**config.mk**
```make
export PLATFORM = sky130hd
export DESIGN_NAME = game_flow_ctrl
export DESIGN_NICKNAME = d
export VERILOG_FILES = /design/src/rtl/game_flow_ctrl_pkg.sv /design/src/rtl/game_flow_ctrl_edge_det.sv /design/src/rtl/game_flow_ctrl.sv
export SDC_FILE = /design/constraint.sdc
export NUM_CORES = 1
export LEC_CHECK = 0
export CORE_UTILIZATION = 65
export DETAILED_ROUTE_END_ITERATION = 10
export PLACE_DENSITY = 0.86
export SLEW_MARGIN = 15
export SYNTH_ARGS = -nofsm -noshare
export SYNTH_HDL_FRONTEND = slang
export SYNTH_HIERARCHICAL = 1
export SYNTH_SLANG_ARGS = --single-unit
```
**constraint.sdc**
```tcl
create_clock -name clk -period 6.7 [get_ports clk]
set_clock_uncertainty 0.1 [all_clocks]
set_input_delay 1.34 -clock clk [delete_from_list [all_inputs] [get_ports clk]]
set_output_delay 1.34 -clock clk [all_outputs]
set_load 0.01 [all_outputs]
```
**src/rtl/game_flow_ctrl_pkg.sv**
```systemverilog
// Shared types and constants for the game flow controller: state encodings,
// parameter defaults and the spawn-interval helper.
package game_flow_ctrl_pkg;

    typedef enum logic [1:0] {
        ST_IDLE  = 2'd0,
        ST_PLAY  = 2'd1,
        ST_DYING = 2'd2,
        ST_OVER  = 2'd3
    } state_t;

    localparam int unsigned LIVES_INIT_DEF    = 3;
    localparam int unsigned SPAWN_PERIOD_DEF  = 60;
    localparam int unsigned SPAWN_MIN_DEF     = 15;
    localparam int unsigned DYING_FRAMES_DEF  = 90;
    localparam int unsigned INVULN_FRAMES_DEF = 120;

    localparam logic [13:0] SCORE_MAX = 14'h3FFF;

    // Spawns speed up by one frame per 16 points, never dropping below the floor;
    // the subtraction is clamped so a huge score cannot wrap to a long interval.
    function automatic logic [15:0] spawn_interval(input logic [13:0] score,
                                                   input logic [15:0] period,
                                                   input logic [15:0] floor_iv);
        logic [15:0] dec;
        logic [15:0] raw;
        dec = {6'd0, score[13:4]};
        raw = (dec >= period) ? 16'd0 : (period - dec);
        return (raw < floor_iv) ? floor_iv : raw;
    endfunction

endpackage

```
**src/rtl/game_flow_ctrl_edge_det.sv**
```systemverilog
// Rising-edge detector: a held level produces a single one-cycle pulse.
module edge_det (
    input  logic clk,
    input  logic rst,
    input  logic d,
    output logic rise
);

    logic prev;

    always_ff @(posedge clk or negedge rst) begin
        if (!rst) begin
            prev <= 1'b0;
        end else begin
            prev <= d;
        end
    end

    assign rise = d & ~prev;

endmodule

```
**src/rtl/game_flow_ctrl.sv**
```systemverilog
// Game flow controller: IDLE/PLAY/DYING/OVER sequencing, lives, score and enemy
// spawn pacing. Define HISCORE_EN to add the hiscore_o register and port.
module game_flow_ctrl
    import game_flow_ctrl_pkg::*;
#(
    parameter int unsigned LIVES_INIT    = LIVES_INIT_DEF,
    parameter int unsigned SPAWN_PERIOD  = SPAWN_PERIOD_DEF,
    parameter int unsigned SPAWN_MIN     = SPAWN_MIN_DEF,
    parameter int unsigned DYING_FRAMES  = DYING_FRAMES_DEF,
    parameter int unsigned INVULN_FRAMES = INVULN_FRAMES_DEF
) (
    input  logic        clk,
    input  logic        rst,
    input  logic        frame_tick_i,
    input  logic        start_i,
    input  logic        crash_me_enemy_i,
    input  logic        crash_enemy_bullet_i,
    output logic [1:0]  state_o,
    output logic        play_en_o,
    output logic        invuln_o,
    output logic [1:0]  lives_o,
    output logic [13:0] score_o,
`ifdef HISCORE_EN
    output logic [13:0] hiscore_o,
`endif
    output logic        spawn_req_o
);

    state_t      state;
    logic        start_rise;
    logic        me_rise;
    logic        bullet_rise;
    logic [15:0] spawn_cnt;
    logic [15:0] dying_cnt;
    logic [15:0] invuln_cnt;
    logic [15:0] interval;

    edge_det u_start_det  (.clk(clk), .rst(rst), .d(start_i),              .rise(start_rise));
    edge_det u_me_det     (.clk(clk), .rst(rst), .d(crash_me_enemy_i),     .rise(me_rise));
    edge_det u_bullet_det (.clk(clk), .rst(rst), .d(crash_enemy_bullet_i), .rise(bullet_rise));

    assign interval  = spawn_interval(score_o, 16'(SPAWN_PERIOD), 16'(SPAWN_MIN));
    assign state_o   = state;
    assign play_en_o = (state == ST_PLAY);
    assign invuln_o  = (invuln_cnt != 16'd0);

    always_ff @(posedge clk or negedge rst) begin
        if (!rst) begin
            state       <= ST_IDLE;
            lives_o     <= 2'd0;
            score_o     <= 14'd0;
            spawn_req_o <= 1'b0;
            spawn_cnt   <= 16'd0;
            dying_cnt   <= 16'd0;
            invuln_cnt  <= 16'd0;
`ifdef HISCORE_EN
            hiscore_o   <= 14'd0;
`endif
        end else begin
            spawn_req_o <= 1'b0;
            case (state)
                ST_IDLE: begin
                    if (start_rise) begin
                        state      <= ST_PLAY;
                        lives_o    <= 2'(LIVES_INIT);
                        score_o    <= 14'd0;
                        spawn_cnt  <= 16'd0;
                        invuln_cnt <= 16'd0;
                    end
                end
                ST_PLAY: begin
                    if (bullet_rise && (score_o != SCORE_MAX)) begin
                        score_o <= score_o + 14'd1;
                    end
                    if (frame_tick_i) begin
                        if (invuln_cnt != 16'd0) begin
                            invuln_cnt <= invuln_cnt - 16'd1;
                        end
                        if (spawn_cnt >= (interval - 16'd1)) begin
                            spawn_req_o <= 1'b1;
                            spawn_cnt   <= 16'd0;
                        end else begin
                            spawn_cnt <= spawn_cnt + 16'd1;
                        end
                    end
                    // The invulnerability test uses the pre-tick value on purpose.
                    if (me_rise && (invuln_cnt == 16'd0)) begin
                        lives_o   <= lives_o - 2'd1;
                        dying_cnt <= 16'd0;
                        state     <= ST_DYING;
                    end
                end
                ST_DYING: begin
                    if (frame_tick_i) begin
                        if (dying_cnt == 16'(DYING_FRAMES - 1)) begin
                            if (lives_o == 2'd0) begin
                                state <= ST_OVER;
`ifdef HISCORE_EN
                                if (score_o > hiscore_o) begin
                                    hiscore_o <= score_o;
                                end
`endif
                            end else begin
                                state      <= ST_PLAY;
                                invuln_cnt <= 16'(INVULN_FRAMES);
                            end
                        end else begin
                            dying_cnt <= dying_cnt + 16'd1;
                        end
                    end
                end
                ST_OVER: begin
                    if (start_rise) begin
                        state <= ST_IDLE;
                    end
                end
                default: state <= ST_IDLE;
            endcase
        end
    end

endmodule

```
==> summary.txt <==
CTS
  – Total CTS buffers: 9
  – Clk buf depth: 2
  – Post-CTS Setup Inserts: 0
  – CTS Hold Bufs: 0
  – Clock-pin slew on the worst setup and hold paths: 0.08 ns
  – Clock tree from TritonCTS: done
  – Post-cts sizing count: 0
  – H-tree lvl count: 3
  – Clk sinks: 70
  – Worst skew pair latency: 0.35 ns
  – Root buf cell: clkbuf_8

Setup path
  – CP max stage cell: o21ai_2
  – R2r worst-path depth: 13
  – Worst path cell trace: inv_1 -> ha_1 -> or3_1 -> a31oi_1 -> a21oi_1 -> a21oi_1 -> ha_1 -> ha_1 -> a2111oi_0 -> nor3_1 -> o21ai_2 -> nand3_1 -> o311ai_0
  – CP endpoint kind: flop
  – FF-to-FF Start: score_o[4]
  – CP startpoint kind: flop
  – Worst Path Max Fanout: 17
  – R2R Setup Slk: 1.39 ns
  – Crit path kind: reg -> reg
  – CP Data Required Time: 6.83 ns
  – R2R Path End: spawn_cnt[8]
  – Most frequent CP cell: ha_1
  – Critical path arrival: 5.43 ns
  – CP max stage delay: 0.60 ns

Global route
  – Initial antenna violation count: 0
  – Vias in the first global route: 3,745
  – First-pass GRT wire length: 17.2 mm
  – Overflow after GRT: 0
  – Total track usage: 29.2%
  – Pin count of the biggest net entering global routing: 71

Finish
  – Non-Filler Instances: 660
  – FF+latch area: 1750 um2
  – Multi-input combinational cell area: 2720 um2
  – Antenna fix cells: 0
  – Area grow syn2layout: 11.5%
  – Fillers: 520
  – Share of cells above drive strength 1: 8.16%
  – End-of-flow core utilization: 75.7%
  – Final nets: 594

Routing
  – Drt pass-1 iters: 5
  – Remaining antenna violation count: 0
  – Drt drc: 0
  – DRT iter0 DRCs: 253
  – Routed WL per cell: 15.5 um
  – Total number of vias: 4,107
  – Vias per cell: 6.22
  – Routed wire length: 10.3 mm

STA
  – RSZ-0062 raised after global routing: no
  – Hold WS: 0.386 ns
  – Min Tclk post-route: 5.31 ns
  – Final setup fails: 0
  – Max Clk Rate: 189 MHz
  – Setup_tns: 0 ns
  – Fin. Hold Viols: 0
  – Tcrit/Tclk final: 79.2%
  – Measured slew at the worst slew-check pin: 0.891 ns
  – Max transition margin: 40.6%
  – Max-slew violations: 0

Logic synthesis
  – Sequential area share after synthesis: 37.8%
  – Area contributors post-synth: dfrtp_1, ha_1, o21ai_0
  – Syn Inst Count: 540
  – Yosys top cell area share: 37.8%
  – #FFs+latches synth: 70
  – Async SR Flop Fraction: 100%
  – Syn avg cell area: 8.59 um2
  – Synth Flop Type: dfrtp_1
  – Synth unique cells: 60
  – Area leader, netlist: dfrtp_1
  – Syn Std Cell Area: 4640 um2
  – Synth warn: 6
  – Top cells by count, synth: dfrtp_1, nand2_1, nor2_1
  – Post-synth EDFFs: 0
  – Most common cell in the netlist: dfrtp_1

Power
  – Power density cells: 319 nW/um2
  – Max rail drop VDD: 0.350 mV
  – P_leak: 2.23 nW

Min path
  – Hold depth: 1
  – Worst hold endpoint: invuln_cnt[15]
  – Hold_sp: invuln_cnt[15]
  – Hold Path Class: reg -> reg

Status
  – Status: finished clean

Floorplanning
  – Core Rows: 30
  – Area of the die: 7480 um2
  – Die Y: 86.5 um
  – Initial Util: 67.9%
  – I/O Pins: 27
  – Core area: 6830 um2
  – DIE WIDTH: 86.5 um

Placed design
  – DP HPWL: 7.14 mm
  – Gpl congestion: 0.860
  – Port buffer count: 26
  – Placed cell count: 644

Job
  – Max Cap Violations: 0
kinds of logic after synthesis:
kind of cell | after synthesis | synth area share (%)
AOI/OAI and AO/OA | 125 | 16.7
xor gates and xnor gates | 26 | 4.91
adders and majority gates | 29 | 7.82
buffers and inverters | 43 | 3.72
DFF | 70 | 37.8
muxes | 5 | 1.11
other | 1 | 0.0808
and+or+nand+nor | 241 | 27.9
sequential cells by signal, indices dropped and copies added, names as in the netlist:
name	cells
u_me_det/prev	1
dying_cnt	16
spawn_cnt	16
state_o	2
invuln_cnt	16
u_bullet_det/prev	1
lives_o	2
u_start_det/prev	1
score_o	14
spawn_req_o	1
routing by layer:
layer  vias to the layer above  share of wire (%)  GRT usage (%)
li1                       2000                  -              -
met1                      1977                 47           40.1
met2                       110                 47           46.2
met3                        20                4.2           5.71
met4                         0                1.8           10.3
met5                         -                  0              0
final cells by class:
class / instances / share of cell area, %
clock buffers: 11 / 2.73
inverters: 21 / 1.52
multi-input cells: 428 / 52.6
flip-flops and latches: 70 / 33.9
repair buffers: 29 / 5.37
clock inverters: 5 / 1.60
well taps: 96 / 2.32
layout by cell type (no fill, tap or decap), types with 6 or more instances in the layout:
| cell | count |
|---|---|
| o21ai_0 | 49 |
| xor2_1 | 10 |
| or4b_2 | 8 |
| a21oi_1 | 23 |
| nor2_1 | 58 |
| nor4_1 | 6 |
| nand4_1 | 13 |
| clkbuf_8 | 10 |
| nand3_1 | 25 |
| dfrtp_1 | 70 |
| clkdlybuf4s50_1 | 25 |
| nand2_1 | 59 |
| nor3_1 | 15 |
| a31oi_1 | 9 |
| xnor2_1 | 16 |
| o211ai_1 | 6 |
| inv_1 | 21 |
| and3_1 | 11 |
| ha_1 | 29 |
power by group:
group	internal, mW	switching [mW]
Clock	0.221	0.166
Combinational	0.268	0.440
Sequential	0.480	0.0774
worst max-delay path: cells and delay by family (launching register included):
| family | cells | cell delay (ns) |
|---|---|---|
| AO/OA/AOI/OAI | 6 | 2.41 |
| adder cells (fa/ha/maj) | 3 | 0.88 |
| buffers and inverters | 1 | 0.14 |
| flip-flops | 1 | 0.55 |
| AND/OR/NAND/NOR | 3 | 1.09 |
how the worst max path moves through the flow:
stage | startpoint | to | slack (ns)
floorplan | score_o[4] | spawn_cnt[3] | 2.56
global placement | score_o[4] | spawn_cnt[8] | 1.81
detailed placement | score_o[4] | spawn_cnt[2] | 1.54
CTS | score_o[4] | spawn_cnt[8] | 1.51
finish | score_o[4] | spawn_cnt[8] | 1.39
global route | score_o[4] | spawn_cnt[8] | 1.01
through the flow:
step	power (mW)	worst slack (ns)	area [um2]
final	1.65	1.39	5170
after global routing	1.77	1.01	5170
after CTS	1.65	1.51	5170
after detailed placement	1.26	1.54	4950
after global placement	1.23	1.81	4950
after floorplan	1.07	2.56	4640
No activity file was read; power rests on OpenSTA's default activity.
